===== config.mk =====
export PLATFORM = sky130hd
export DESIGN_NAME = mc_control_fsm_flat
export DESIGN_NICKNAME = d
export VERILOG_FILES = /design/src/rtl/mc_ctrl_pkg.sv /design/src/rtl/mc_control_fsm_if.sv /design/src/rtl/alu_decoder.sv /design/src/rtl/mc_control_fsm.sv /design/src/flat_wrapper.sv
export SDC_FILE = /design/constraint.sdc
export NUM_CORES = 1
export LEC_CHECK = 0
export ABC_AREA = 1
export CORE_MARGIN = 1.5
export CORE_UTILIZATION = 40
export DETAILED_ROUTE_END_ITERATION = 10
export PLACE_DENSITY = 0.81
export SLEW_MARGIN = 10
export SYNTH_ARGS = -nofsm -noshare
export SYNTH_HDL_FRONTEND = slang
export SYNTH_SLANG_ARGS = --single-unit

===== constraint.sdc =====
create_clock -name clk -period 3.9 [get_ports clk]
set_input_delay 0.78 -clock clk [delete_from_list [all_inputs] [get_ports clk]]
set_output_delay 0.78 -clock clk [all_outputs]
set_load 0.1 [all_outputs]

===== src/rtl/mc_ctrl_pkg.sv =====
// Shared encodings for the multi-cycle RV32I control sequencer: FSM states,
// opcodes, ALU operation codes and the datapath mux-select encodings.
package mc_ctrl_pkg;

  typedef enum logic [3:0] {
    S_FETCH,
    S_DECODE,
    S_MEMADR,
    S_MEMREAD,
    S_MEMWB,
    S_MEMWRITE,
    S_EXECR,
    S_EXECI,
    S_ALUWB,
    S_BEQ,
    S_JAL
  } state_t;

  localparam logic [6:0] OP_LW  = 7'b0000011;
  localparam logic [6:0] OP_SW  = 7'b0100011;
  localparam logic [6:0] OP_R   = 7'b0110011;
  localparam logic [6:0] OP_I   = 7'b0010011;
  localparam logic [6:0] OP_BEQ = 7'b1100011;
  localparam logic [6:0] OP_JAL = 7'b1101111;

  typedef enum logic [2:0] {
    ALU_ADD = 3'b000,
    ALU_SUB = 3'b001,
    ALU_AND = 3'b010,
    ALU_OR  = 3'b011,
    ALU_SLT = 3'b101
  } alu_ctrl_t;

  // Coarse ALU request from the FSM; FUNCT defers to the instruction fields.
  typedef enum logic [1:0] {
    ALUOP_ADD   = 2'b00,
    ALUOP_SUB   = 2'b01,
    ALUOP_FUNCT = 2'b10
  } alu_op_t;

  typedef enum logic [1:0] {
    RES_ALUOUT    = 2'b00,
    RES_DATA      = 2'b01,
    RES_ALURESULT = 2'b10
  } result_src_t;

  typedef enum logic [1:0] {
    SRCA_PC    = 2'b00,
    SRCA_OLDPC = 2'b01,
    SRCA_RS1   = 2'b10
  } src_a_t;

  typedef enum logic [1:0] {
    SRCB_RS2  = 2'b00,
    SRCB_IMM  = 2'b01,
    SRCB_FOUR = 2'b10
  } src_b_t;

  typedef enum logic [1:0] {
    IMM_I = 2'b00,
    IMM_S = 2'b01,
    IMM_B = 2'b10,
    IMM_J = 2'b11
  } imm_src_t;

  typedef struct packed {
    logic        mem_req;
    logic        pc_write;
    logic        adr_src;
    logic        mem_write;
    logic        ir_write;
    logic        reg_write;
    result_src_t result_src;
    src_a_t      alu_src_a;
    src_b_t      alu_src_b;
    imm_src_t    imm_src;
    logic        illegal_op;
  } ctrl_t;

  function automatic logic is_store(input logic [6:0] op);
    return op == OP_SW;
  endfunction

endpackage


===== src/rtl/mc_control_fsm_if.sv =====
// Control bus between the multi-cycle sequencer (master) and the datapath
// plus memory (slave): instruction fields and status in, enables and selects out.
interface mc_control_fsm_if;
  logic [6:0] op;
  logic [2:0] funct3;
  logic       funct7b5;
  logic       zero;
  logic       mem_ready;

  logic       mem_req;
  logic       pc_write;
  logic       adr_src;
  logic       mem_write;
  logic       ir_write;
  logic       reg_write;
  logic [1:0] result_src;
  logic [1:0] alu_src_a;
  logic [1:0] alu_src_b;
  logic [1:0] imm_src;
  logic [2:0] alu_control;
  logic       illegal_op;

  modport master (
    input  op, funct3, funct7b5, zero, mem_ready,
    output mem_req, pc_write, adr_src, mem_write, ir_write, reg_write,
           result_src, alu_src_a, alu_src_b, imm_src, alu_control, illegal_op
  );

  modport slave (
    output op, funct3, funct7b5, zero, mem_ready,
    input  mem_req, pc_write, adr_src, mem_write, ir_write, reg_write,
           result_src, alu_src_a, alu_src_b, imm_src, alu_control, illegal_op
  );
endinterface


===== src/rtl/alu_decoder.sv =====
// Maps the FSM's coarse ALU request plus funct3/funct7b5 onto the ALU control code.
module alu_decoder
  import mc_ctrl_pkg::*;
(
  input  logic      i_op5,
  input  logic [2:0] i_funct3,
  input  logic      i_funct7b5,
  input  alu_op_t   i_alu_op,
  output alu_ctrl_t o_alu_control
);

  always_comb begin
    // NOTE: assign a default before any branch so no path leaves the output
    // unassigned; otherwise synthesis infers a latch.
    o_alu_control = ALU_ADD;
    case (i_alu_op)
      ALUOP_SUB: o_alu_control = ALU_SUB;
      ALUOP_FUNCT: begin
        case (i_funct3)
          // Only R-type (op[5] set) may subtract; addi keeps add whatever bit 30 holds.
          3'b000:  o_alu_control = (i_op5 && i_funct7b5) ? ALU_SUB : ALU_ADD;
          3'b010:  o_alu_control = ALU_SLT;
          3'b110:  o_alu_control = ALU_OR;
          3'b111:  o_alu_control = ALU_AND;
          default: o_alu_control = ALU_ADD;
        endcase
      end
      default: o_alu_control = ALU_ADD;
    endcase
  end

endmodule


===== src/rtl/mc_control_fsm.sv =====
// Moore control sequencer for the multi-cycle RV32I datapath: steps each
// instruction from FETCH through writeback and drives enables and mux selects.
module mc_control_fsm
  import mc_ctrl_pkg::*;
(
  input  logic              clk,
  input  logic              reset,
  mc_control_fsm_if.master  bus
);

  state_t    r_state;
  state_t    w_next_state;
  ctrl_t     w_ctrl;
  alu_op_t   w_alu_op;
  alu_ctrl_t w_alu_control;

  always_ff @(posedge clk) begin
    // NOTE: state registers use non-blocking assignment so every flop samples
    // the pre-edge values, independent of statement order.
    if (reset) r_state <= S_FETCH;
    else       r_state <= w_next_state;
  end

  always_comb begin
    w_next_state = r_state;
    w_ctrl       = '0;
    w_alu_op     = ALUOP_ADD;

    case (r_state)
      S_FETCH: begin
        w_ctrl.mem_req    = 1'b1;
        w_ctrl.alu_src_a  = SRCA_PC;
        w_ctrl.alu_src_b  = SRCB_FOUR;
        w_ctrl.result_src = RES_ALURESULT;
        // Instruction register and PC + 4 only commit once memory answers.
        w_ctrl.ir_write   = bus.mem_ready;
        w_ctrl.pc_write   = bus.mem_ready;
        if (bus.mem_ready) w_next_state = S_DECODE;
      end

      S_DECODE: begin
        w_ctrl.alu_src_a = SRCA_OLDPC;
        w_ctrl.alu_src_b = SRCB_IMM;
        w_ctrl.imm_src   = IMM_B;
        case (bus.op)
          OP_LW, OP_SW: w_next_state = S_MEMADR;
          OP_R:         w_next_state = S_EXECR;
          OP_I:         w_next_state = S_EXECI;
          OP_BEQ:       w_next_state = S_BEQ;
          OP_JAL:       w_next_state = S_JAL;
          default: begin
            w_next_state      = S_FETCH;
            w_ctrl.illegal_op = 1'b1;
          end
        endcase
      end

      S_MEMADR: begin
        w_ctrl.alu_src_a = SRCA_RS1;
        w_ctrl.alu_src_b = SRCB_IMM;
        if (is_store(bus.op)) begin
          w_ctrl.imm_src = IMM_S;
          w_next_state   = S_MEMWRITE;
        end else begin
          w_ctrl.imm_src = IMM_I;
          w_next_state   = S_MEMREAD;
        end
      end

      S_MEMREAD: begin
        w_ctrl.mem_req = 1'b1;
        w_ctrl.adr_src = 1'b1;
        if (bus.mem_ready) w_next_state = S_MEMWB;
      end

      S_MEMWB: begin
        w_ctrl.result_src = RES_DATA;
        w_ctrl.reg_write  = 1'b1;
        w_next_state      = S_FETCH;
      end

      S_MEMWRITE: begin
        // Strobe stays high for the whole access; memory commits on mem_ready.
        w_ctrl.mem_req   = 1'b1;
        w_ctrl.adr_src   = 1'b1;
        w_ctrl.mem_write = 1'b1;
        if (bus.mem_ready) w_next_state = S_FETCH;
      end

      S_EXECR: begin
        w_ctrl.alu_src_a = SRCA_RS1;
        w_ctrl.alu_src_b = SRCB_RS2;
        w_alu_op         = ALUOP_FUNCT;
        w_next_state     = S_ALUWB;
      end

      S_EXECI: begin
        w_ctrl.alu_src_a = SRCA_RS1;
        w_ctrl.alu_src_b = SRCB_IMM;
        w_ctrl.imm_src   = IMM_I;
        w_alu_op         = ALUOP_FUNCT;
        w_next_state     = S_ALUWB;
      end

      S_ALUWB: begin
        w_ctrl.result_src = RES_ALUOUT;
        w_ctrl.reg_write  = 1'b1;
        w_next_state      = S_FETCH;
      end

      S_BEQ: begin
        // Branch target was precomputed in DECODE and sits in ALUOut.
        w_ctrl.alu_src_a  = SRCA_RS1;
        w_ctrl.alu_src_b  = SRCB_RS2;
        w_ctrl.result_src = RES_ALUOUT;
        w_ctrl.pc_write   = bus.zero;
        w_alu_op          = ALUOP_SUB;
        w_next_state      = S_FETCH;
      end

      S_JAL: begin
        w_ctrl.alu_src_a  = SRCA_OLDPC;
        w_ctrl.alu_src_b  = SRCB_FOUR;
        w_ctrl.result_src = RES_ALUOUT;
        w_ctrl.pc_write   = 1'b1;
        w_next_state      = S_ALUWB;
      end

      default: w_next_state = S_FETCH;
    endcase
  end

  alu_decoder u_alu_decoder (
    .i_op5         (bus.op[5]),
    .i_funct3      (bus.funct3),
    .i_funct7b5    (bus.funct7b5),
    .i_alu_op      (w_alu_op),
    .o_alu_control (w_alu_control)
  );

  // Reset is synchronous, so outputs are forced low combinationally for the
  // whole time reset is held, whatever state the register still shows.
  assign bus.mem_req     = reset ? 1'b0  : w_ctrl.mem_req;
  assign bus.pc_write    = reset ? 1'b0  : w_ctrl.pc_write;
  assign bus.adr_src     = reset ? 1'b0  : w_ctrl.adr_src;
  assign bus.mem_write   = reset ? 1'b0  : w_ctrl.mem_write;
  assign bus.ir_write    = reset ? 1'b0  : w_ctrl.ir_write;
  assign bus.reg_write   = reset ? 1'b0  : w_ctrl.reg_write;
  assign bus.result_src  = reset ? 2'b00 : w_ctrl.result_src;
  assign bus.alu_src_a   = reset ? 2'b00 : w_ctrl.alu_src_a;
  assign bus.alu_src_b   = reset ? 2'b00 : w_ctrl.alu_src_b;
  assign bus.imm_src     = reset ? 2'b00 : w_ctrl.imm_src;
  assign bus.alu_control = reset ? 3'b000 : w_alu_control;
  assign bus.illegal_op  = reset ? 1'b0  : w_ctrl.illegal_op;

endmodule


===== src/flat_wrapper.sv =====
// flat-port wrapper written by rule: the top's interface ports become plain ports
module mc_control_fsm_flat import mc_ctrl_pkg::*;
  (clk, reset, bus_op, bus_funct3, bus_funct7b5, bus_zero, bus_mem_ready, bus_mem_req, bus_pc_write, bus_adr_src, bus_mem_write, bus_ir_write, bus_reg_write, bus_result_src, bus_alu_src_a, bus_alu_src_b, bus_imm_src, bus_alu_control, bus_illegal_op);
  mc_control_fsm_if bus_i ();
  input  logic clk;
  input  logic reset;
  input wire logic [$bits(bus_i.op)-1:0] bus_op;
  input wire logic [$bits(bus_i.funct3)-1:0] bus_funct3;
  input wire logic [$bits(bus_i.funct7b5)-1:0] bus_funct7b5;
  input wire logic [$bits(bus_i.zero)-1:0] bus_zero;
  input wire logic [$bits(bus_i.mem_ready)-1:0] bus_mem_ready;
  output wire logic [$bits(bus_i.mem_req)-1:0] bus_mem_req;
  output wire logic [$bits(bus_i.pc_write)-1:0] bus_pc_write;
  output wire logic [$bits(bus_i.adr_src)-1:0] bus_adr_src;
  output wire logic [$bits(bus_i.mem_write)-1:0] bus_mem_write;
  output wire logic [$bits(bus_i.ir_write)-1:0] bus_ir_write;
  output wire logic [$bits(bus_i.reg_write)-1:0] bus_reg_write;
  output wire logic [$bits(bus_i.result_src)-1:0] bus_result_src;
  output wire logic [$bits(bus_i.alu_src_a)-1:0] bus_alu_src_a;
  output wire logic [$bits(bus_i.alu_src_b)-1:0] bus_alu_src_b;
  output wire logic [$bits(bus_i.imm_src)-1:0] bus_imm_src;
  output wire logic [$bits(bus_i.alu_control)-1:0] bus_alu_control;
  output wire logic [$bits(bus_i.illegal_op)-1:0] bus_illegal_op;
  assign bus_i.op = bus_op;
  assign bus_i.funct3 = bus_funct3;
  assign bus_i.funct7b5 = bus_funct7b5;
  assign bus_i.zero = bus_zero;
  assign bus_i.mem_ready = bus_mem_ready;
  assign bus_mem_req = bus_i.mem_req;
  assign bus_pc_write = bus_i.pc_write;
  assign bus_adr_src = bus_i.adr_src;
  assign bus_mem_write = bus_i.mem_write;
  assign bus_ir_write = bus_i.ir_write;
  assign bus_reg_write = bus_i.reg_write;
  assign bus_result_src = bus_i.result_src;
  assign bus_alu_src_a = bus_i.alu_src_a;
  assign bus_alu_src_b = bus_i.alu_src_b;
  assign bus_imm_src = bus_i.imm_src;
  assign bus_alu_control = bus_i.alu_control;
  assign bus_illegal_op = bus_i.illegal_op;
  mc_control_fsm u_core (.clk(clk), .reset(reset), .bus(bus_i));
endmodule

==> results of run 1 <==
worst max-delay path, cell delays in order:
cell and delay (ns):
clkdlybuf4s50_1 0.74, nor2_1 0.21, nand2_1 0.10, nor4_2 0.14, buf_4 0.33
layer usage:
| layer | up-vias | routed length, µm | track usage [%] |
|---|---|---|---|
| met5 | - | 0 | 0 |
| met4 | 0 | 0 | 3.871 |
| met3 | 0 | 49 | 2.609 |
| met2 | 16 | 828 | 33.44 |
| met1 | 337 | 796 | 26.65 |
| li1 | 429 | - | - |
cell families (layout without fill, tap and decap cells):
kind of cell | after synthesis | in the layout | share of synthesized area (%)
and+or+nand+nor | 69 | 69 | 51.36
buffers and inverters | 25 | 58 | 15.86
AOI/OAI and AO/OA | 16 | 16 | 15.24
DFF | 4 | 4 | 13.36
adders and majority gates | 2 | 2 | 4.175
power by group through the flow:
stage	clock [mW]	combinational, mW	sequential [mW]
detailed placement	0	0.117	0.0451
global route	0.0563	0.124	0.0448
CTS	0.0504	0.118	0.0445
global placement	0	0.116	0.0451
floorplan	0	0.0861	0.0445
finish	0.0502	0.118	0.0445
synth_stat cells:
cell,instances,area (µm²)
dfxtp_1,4,80.08
nand2_1,27,101.4
nor2_2,7,43.79
nor4_1,1,6.260
nor2_4,1,11.26
o21ai_1,2,10.01
nor2_1,18,67.56
inv_2,2,7.510
o21ai_0,2,10.01
nand3_1,10,50.05
inv_1,20,75.07
buf_1,1,3.750
a31oi_1,1,6.260
clkinv_1,1,3.750
a21oi_1,8,40.04
ha_1,2,25.02
o31ai_1,1,7.510
nand2_2,2,12.51
a21oi_2,2,17.52
nor3_1,3,15.01
buf_2,1,5.000
cell type report:
class                           instances  share of cell area, %
Clock buffer                            3                  2.452
Inverter                               23                  9.401
Multi-Input combinational cell         87                  47.41
Sequential cell                         4                  8.719
Tap cell                               15                  2.044
Timing Repair Buffer                   32                  29.97
final timing paths:
kind / startpoint / end / slack (ns) / depth (start not counted)
setup / recovery: reset / bus_alu_control[2] / 0.83 / 5
hold / removal: u_core.r_state[0] / u_core.r_state[0] / 0.55 / 2
setup reg to reg: u_core.r_state[0] / u_core.r_state[2] / 2.70 / 6
hold reg to reg: u_core.r_state[0] / u_core.r_state[0] / 0.55 / 2
metrics by stage:
step | util [%] | total power [mW] | setup slack, ns | cell area [µm²]
2_1_floorplan | - | 0.1306 | 0.02875 | 610.6
3_3_place_gp | 66.36 | 0.1614 | 0.8658 | 895.9
3_5_place_dp | 66.36 | 0.1626 | 0.8160 | 895.9
4_1_cts | 68.03 | 0.2128 | 0.8168 | 918.4
5_1_grt | 68.03 | 0.2249 | 0.6890 | 918.4
6_report | 68.03 | 0.2125 | 0.8265 | 918.4
==> metrics.csv, run 1 <==
metric;value;unit
num_antenna_cells;0;
yosysSeqAreaShare;13.36;%
place.gp.congestion;0.8212;
top_register;u_core.r_state;
power.switching;103.6;µW
grt_max_degree;19;
fmax;325.4;MHz
status;finished, final reports clean;
layout_common_cells;nand2_1, inv_1, nor2_1, buf_4, clkdlybuf4s50_1;
clock_skew;0.004224;ns
arrival;2.29;ns
wirelength;1.674;mm
cts_setup_buffers;0;
finalSetupTns;0;ns
synth_cell_types;21;
cts_root_buf;clkbuf_4;
ctsHoldBuffers;0;
io_pins;33;
maxCapViolations;0;
netSwitchingFraction;48.74;%
setup_viol;0;
htree_levels;1;
die_area;0.001740;mm²
power.leakage;0.4613;nW
largestRegisters;u_core.r_state (4);
rsz0062_at_grt;false;
final_cells;164;
finalCritPeriodShare;78.81;%
start_kind;primary input;
tightestPinTransition;0.6561;ns
die_h;41.71;µm
viasPerCell;4.768;
numCtsBuffers;3;
start_util;44.39;%
synth.cell_area;599.3;µm²
die_w;41.71;µm
hp-class;register to register;
yosys_register_bits;4;
ir_drop;0.0001796;V
path_clk_slew;0.04;ns
final_common_cell;nand2_1;
cts-resized-gates;0;
routedWlPerCell;10.21;µm
num_rows;13;
synth_area_per_cell;5.167;µm²
netlist_instances;116;
period_needed;3.073;ns
hold_slack;0.5466;ns
cts_tree;yes;
seq_area;80.08;µm²
num_vias;782;
clkPwrFrac;23.6;%
dp.final_hpwl;1.389;mm
gr-total-overflow;0;
powerDensity;231.4;mW/mm²
internal_power;108.9;µW
syn2layout_area_growth;53.24;%
first_iter_violations;20;
clock_path_buffers;2;
cp_data_required_time;3.12;ns
portBuffers;32;
cp_max_fo;18;
antenna_found_initial;0;
seq_power_share;21.0;%
grt_pass1_vias;708;
synth.yosys.warnings;0;
ant_nets;0;
hold_viol_final;0;
path_class;primary input to output port;
syn_nets;133;
clkSinkCount;4;
nFillCells;131;
largest_reg_flops;4;
clk_latency;0.23;ns
grt_pass1_wl;2.801;mm
layout-drive-gt1-share;24.83;%
drc;0;
slew_headroom;56.12;%
coreArea;0.001350;mm²
comb_power_share;55.4;%
multiInputGateArea;435.4;µm²
maxSlewViolCount;0;
grt_usage;19.75;%
place_inst;161;
end_kind;output port;
nets;168;
first_pass_iters;4;
(Power assumes the default switching activity.)
==> inputs of run 2 (changes only) <==
--- a/config.mk
+++ b/config.mk
@@ -7,9 +7,9 @@
 export LEC_CHECK = 0
 export ABC_AREA = 1
 export CORE_MARGIN = 1.5
-export CORE_UTILIZATION = 40
+export CORE_UTILIZATION = 34
 export DETAILED_ROUTE_END_ITERATION = 10
-export PLACE_DENSITY = 0.81
+export PLACE_DENSITY = 0.73
 export SLEW_MARGIN = 10
 export SYNTH_ARGS = -nofsm -noshare
 export SYNTH_HDL_FRONTEND = slang
==> constraint.sdc (replaced) <==
create_clock -name clk -period 2.55 [get_ports clk]
set_input_delay 0.51 -clock clk [delete_from_list [all_inputs] [get_ports clk]]
set_output_delay 0.51 -clock clk [all_outputs]
set_load 0.1 [all_outputs]
==> run 2 against run 1 <==
Register-to-register slack worse by 1.4 ns. Largest cell class is now non-clock buffers. Global-route usage up 1.7 points. Critical path type is now register to output port. Non-clock buffer count up 4. Total power up 75%. Utilization up 11 points. Count of clock-buffer cells in the layout unchanged. Sequential cell count unchanged. Sequential share of layout area down 1.9 points. Worst setup slack worse by 0.74 ns. Die area up 16%.
==> metrics.csv, run 2 (same netlist as run 1, synthesis figures left out) <==
metric;value;unit;change
status;finished, final reports clean;;unchanged
first_pass_iters;4;;unchanged
antenna_found_initial;0;;unchanged
reg2reg_to;u_core.r_state[2];;unchanged
numCtsBuffers;3;;unchanged
hold_path_end;u_core.r_state[0];;unchanged
period_needed;2.464;ns;
setup_viol;0;;unchanged
holdCritStartpoint;u_core.r_state[0];;unchanged
ant_nets;0;;unchanged
dpl_cell_area;0.001175;mm²;was 895.9 µm²
die_w;44.99;µm;was 41.71 µm
die_h;44.99;µm;was 41.71 µm
ctsHoldBuffers;0;;unchanged
num_antenna_cells;0;;unchanged
coreArea;0.001577;mm²;was 0.001350 mm²
hold_viol_final;0;;unchanged
r2r_slack;1.32;ns;was 2.70 ns
power.leakage;0.5425;nW;was 0.4613 nW
routedWlPerCell;11.99;µm;was 10.21 µm
clkSinkCount;4;;unchanged
startpoint;u_core.r_state[2];;was reset
path_buf_inv;3;;was 2
htree_levels;1;;unchanged
largest_reg_flops;4;;unchanged
cts_root_buf;clkbuf_4;;unchanged
clock_skew;0.003540;ns;was 0.004224 ns
cp_slowest_stage_delay;0.34;ns;was 0.74 ns
r2r_cells;7;;was 6
viasPerCell;5.189;;was 4.768
slowest_stage;dfxtp_2;;was clkdlybuf4s50_1
wirelength;2.026;mm;was 1.674 mm
dp.final_hpwl;1.592;mm;was 1.389 mm
fmax;405.9;MHz;
io_pins;33;;unchanged
ir_drop;0.0003287;V;was 0.0001796 V
cp_max_fo;4;;was 18
worst_slack;0.08612;ns;was 0.8265 ns
drc;0;;unchanged
min_path_cells;2;;unchanged
top_register;u_core.r_state;;unchanged
final_area;0.001254;mm²;was 918.4 µm²
hp-class;register to register;;unchanged
syn2layout_area_growth;109.2;%;was 53.24%
start_kind;register;;was primary input
arrival;1.95;ns;was 2.29 ns
finalCritPeriodShare;96.62;%;
num_rows;14;;was 13
grt_max_degree;16;;was 19
grt_pass1_wl;3.312;mm;was 2.801 mm
cp_cell_sequence;inv_2, nor2_4, inv_2, nor2_4, ha_4, nor2_1, nand2_1, nor4_4, buf_12;;was clkdlybuf4s50_1, nor2_1, nand2_1, nor4_2, buf_4
tightestPinTransition;0.3176;ns;was 0.6561 ns
dp_slack;0.2543;ns;was 0.8160 ns
start_util;38.02;%;was 44.39%
rr_startpoint;u_core.r_state[2];;was u_core.r_state[0]
place.gp.congestion;0.8170;;was 0.8212
clk_latency;0.23;ns;about the same
portBuffers;32;;unchanged
clock_path_buffers;2;;unchanged
path_clk_slew;0.04;ns;about the same
layout-drive-gt1-share;40.52;%;was 24.83%
final_core_util;79.52;%;was 68.03%
path_class;register to output port;;was primary input to output port
nets;172;;was 168
cp_data_required_time;2.04;ns;was 3.12 ns
powerDensity;296.8;mW/mm²;was 231.4 mW/mm²
maxSlewViolCount;0;;unchanged
gr-total-overflow;0;;unchanged
first_iter_violations;13;;was 20
die_area;0.002024;mm²;was 0.001740 mm²
layout_common_cells;nand2_1, inv_1, buf_12;;was nand2_1, inv_1, nor2_1, buf_4, clkdlybuf4s50_1
num_vias;877;;was 782
grt_pass1_vias;843;;was 708
largestRegisters;u_core.r_state (4);;unchanged
cts_tree;yes;;unchanged
maxCapViolations;0;;unchanged
final_common_cell;nand2_1;;unchanged
nFillCells;109;;was 131
slew_headroom;78.73;%;was 56.12%
crit_family;simple AND/OR/NAND/NOR gates;;was buffers and inverters
grt_usage;21.45;%;was 19.75%
end_kind;output port;;unchanged
[run 2: cell count changes in the layout (fill, tap and decap cells not counted), sizes merged]
| cell | before | now |
|---|---|---|
| buf | 18 | 22 |
[run 2: power by group]
| part | switching (mW) | total (mW) | internal [mW] |
|---|---|---|---|
| Sequential | 0.00338 | 0.0688 | 0.0655 |
| Clock | 0.0253 | 0.0779 | 0.0526 |
| Combinational | 0.144 | 0.225 | 0.0813 |
| Total | 0.173 | 0.372 | 0.199 |
[run 2: how the worst max path moves through the flow]
| stage | slack (ns) | cells after the start | endpoint |
|---|---|---|---|
| 2_1_floorplan | -0.78 | 8 | bus_alu_control[2] |
| 3_3_place_gp | 0.29 | 8 | bus_illegal_op |
| 3_5_place_dp | 0.25 | 9 | bus_alu_control[2] |
| 4_1_cts | 0.03 | 9 | bus_alu_control[2] |
| 5_1_grt | -0.03 | 9 | bus_alu_control[2] |
| 6_report | 0.09 | 9 | bus_alu_control[2] |
[run 2: repair_timing]
action / CTS / global route
gates resized for setup: 1 / 11
endpoints found under the setup margin: 1 / 2
buffers inserted: 0 / 2
pin swaps: 0 / 4
[run 2: per-stage QoR]
step | total power, mW | hold slack [ns] | setup TNS (ns) | instances
after detailed placement | 0.2918 | 0.5535 | 0 | 164
after global placement | 0.2903 | 0.5322 | 0 | 164
after CTS | 0.3730 | 0.5599 | 0 | 167
after global routing | 0.3931 | 0.5511 | -0.03093 | 169
final | 0.3721 | 0.5287 | 0 | 169
after floorplan | 0.2062 | 0.5029 | -2.019 | 116
[run 2: per-layer routing]
metal / track usage [%] / vias to the layer above / part of all wire, %
met3: 7.600 / 0 / 7.3
met5: 0 / - / 0
li1: - / 438 / -
met4: 2.941 / 0 / 0
met1: 24.51 / 397 / 40
met2: 38.86 / 42 / 52
[run 2: final cells by class]
| class | count | area [µm²] | area share (%) |
|---|---|---|---|
| timing repair buffer | 36 | 530.5 | 42.32 |
| sequential | 4 | 85.08 | 6.786 |
| tap | 16 | 20.02 | 1.597 |
| inverter | 23 | 86.33 | 6.886 |
| multi-input combinational | 87 | 509.2 | 40.62 |
| clock buffer | 3 | 22.52 | 1.796 |
[run 2: tightest hold or removal path, delay by kind of cell, from the launching register on]
family | cells | cell delay, ns
flops | 1 | 0.34
compound gates | 1 | 0.05
simple gates | 1 | 0.09
==> inputs of run 3 (changes only) <==
--- a/config.mk
+++ b/config.mk
@@ -6,11 +6,13 @@
 export NUM_CORES = 1
 export LEC_CHECK = 0
 export ABC_AREA = 1
+export CORE_ASPECT_RATIO = 0.75
 export CORE_MARGIN = 1.5
 export CORE_UTILIZATION = 34
+export CTS_CLUSTER_DIAMETER = 100
 export DETAILED_ROUTE_END_ITERATION = 10
 export PLACE_DENSITY = 0.73
-export SLEW_MARGIN = 10
+export SLEW_MARGIN = 5
 export SYNTH_ARGS = -nofsm -noshare
 export SYNTH_HDL_FRONTEND = slang
 export SYNTH_SLANG_ARGS = --single-unit
==> run 3 against run 2 <==
Critical path depth stayed put. Non-clock buffer count unchanged. Die area up 0.13%. Largest power group unchanged. Clock skew increased by 0.0087 ns. Via count up 2.4%. Combinational power up 3%. Total power up 2.9%. Routed wire length is 19% higher. Worst setup slack improved by 0.018 ns. Fmax rose by 0.72%.
==> metrics.csv, run 3 (same netlist as run 1, synthesis figures left out) <==
metric;value;unit;change
slew_headroom;78.73;%;about the same
path_class;register to output port;;unchanged
cp_slowest_stage_delay;0.35;ns;was 0.34 ns
hold_viol_final;0;;unchanged
clkSinkCount;4;;unchanged
io_pins;33;;unchanged
routedWlPerCell;13.86;µm;was 11.99 µm
ctsHoldBuffers;0;;unchanged
largestRegisters;u_core.r_state (4);;unchanged
ir_drop;0.0002454;V;was 0.0003287 V
cp_data_required_time;2.04;ns;about the same
start_util;38.38;%;was 38.02%
die_w;51.48;µm;was 44.99 µm
clk_latency;0.25;ns;was 0.23 ns
setup_viol;0;;unchanged
hold_slack;0.5417;ns;was 0.5287 ns
cts_root_buf;clkbuf_4;;unchanged
fmax;408.8;MHz;was 405.9 MHz
clock_path_buffers;2;;unchanged
top_register;u_core.r_state;;unchanged
path_clk_slew;0.04;ns;about the same
gr-total-overflow;0;;unchanged
start_kind;register;;unchanged
maxCapViolations;0;;unchanged
hp-class;register to register;;unchanged
cp_max_fo;4;;unchanged
drc;0;;unchanged
viasPerCell;5.161;;was 5.189
first_iter_violations;48;;was 13
dpl_cell_area;0.001189;mm²;was 0.001175 mm²
nFillCells;108;;was 109
slowest_stage;dfxtp_1;;was dfxtp_2
nets;172;;unchanged
power.leakage;0.5412;nW;was 0.5425 nW
first_pass_iters;4;;unchanged
powerDensity;305.3;mW/mm²;was 296.8 mW/mm²
num_antenna_cells;0;;unchanged
die_h;39.36;µm;was 44.99 µm
grt_max_degree;8;;was 16
wirelength;2.411;mm;was 2.026 mm
place.gp.congestion;0.9088;;was 0.8170
grt_pass1_wl;3.684;mm;was 3.312 mm
largest_reg_flops;4;;unchanged
coreArea;0.001562;mm²;was 0.001577 mm²
arrival;1.94;ns;was 1.95 ns
portBuffers;32;;unchanged
final_common_cell;nand2_1;;unchanged
ant_nets;0;;unchanged
tightestPinTransition;0.3180;ns;was 0.3176 ns
finalCritPeriodShare;95.93;%;was 96.62%
end_kind;output port;;unchanged
grt_pass1_vias;888;;was 843
die_area;0.002026;mm²;was 0.002024 mm²
layout_common_cells;nand2_1, inv_1, buf_12;;unchanged
grt_usage;25.48;%;was 21.45%
numCtsBuffers;3;;unchanged
num_vias;898;;was 877
period_needed;2.446;ns;was 2.464 ns
clock_skew;0.01219;ns;was 0.003540 ns
status;finished, final reports clean;;unchanged
layout-drive-gt1-share;41.18;%;was 40.52%
cp_cell_sequence;inv_2, nor2_4, inv_2, nor2_4, ha_1, nor2_2, nand2_2, nor4_4, buf_12;;was inv_2, nor2_4, inv_2, nor2_4, ha_4, nor2_1, nand2_1, nor4_4, buf_12
maxSlewViolCount;0;;unchanged
syn2layout_area_growth;109.2;%;unchanged
multiInputGateArea;504.2;µm²;was 509.2 µm²
seq_area;83.83;µm²;was 85.08 µm²
final_area;0.001254;mm²;unchanged
dp.final_hpwl;1.879;mm;was 1.592 mm
num_rows;12;;was 14
finalPower;382.8;µW;was 372.1 µW
antenna_found_initial;0;;unchanged
htree_levels;1;;unchanged
cts_tree;yes;;unchanged
## run 3: area by class of cell
| class | instances | area share, % |
|---|---|---|
| flip-flops and latches | 4 | 6.687 |
| clock buffers | 3 | 1.796 |
| repair buffers | 36 | 42.32 |
| multi-input cells | 87 | 40.22 |
| well taps | 21 | 2.096 |
| inverters | 23 | 6.886 |
## run 3: worst max-delay path, delay by kind of cell (launching register included)
family	cells	cell delay, ns
and+or+nand+nor	5	0.71
DFF	1	0.35
adders and majority gates	1	0.27
buffers and inverters	3	0.35
## run 3: power by group
group          leakage, nW  internal (mW)  total [mW]  switching (mW)
Combinational        0.494         0.0822       0.231           0.149
Sequential          0.0338         0.0654      0.0689         0.00347
Clock               0.0138         0.0529      0.0830          0.0301
## run 3: worst paths after layout
path                      from            endpoint  slack, ns  depth (start not counted)
max          u_core.r_state[2]  bus_alu_control[2]       0.10                          9
min          u_core.r_state[0]   u_core.r_state[0]       0.54                          2
max reg2reg  u_core.r_state[2]   u_core.r_state[2]       1.20                          8
min reg2reg  u_core.r_state[0]   u_core.r_state[0]       0.54                          2
## run 3: through the flow
stage / worst slack [ns] / setup TNS [ns] / cells / utilization, %
2_1_floorplan: -0.7781 / -2.019 / 116 / -
3_3_place_gp: 0.2767 / 0 / 170 / 76.12
3_5_place_dp: 0.2326 / 0 / 170 / 76.12
4_1_cts: 0.02060 / 0 / 173 / 78.13
5_1_grt: -0.007412 / -0.007412 / 174 / 80.29
6_report: 0.1038 / 0 / 174 / 80.29
## run 3: layer usage
layer	global-route usage (%)	share of wire [%]	vias to the layer above
met4	5.921	0.95	0
li1	-	-	436
met3	6.870	7.8	4
met2	49.36	52	47
met1	28.09	39	411
met5	0	0	-
## run 3: timing repair
| action | CTS | global route |
|---|---|---|
| gates resized for setup | 1 | 12 |
| pin swaps | 0 | 3 |
| cloned | 0 | 0 |
| endpoints found under the setup margin | 1 | 2 |
| endpoints found under the hold margin | 0 | 0 |
| buffers inserted | 0 | 1 |
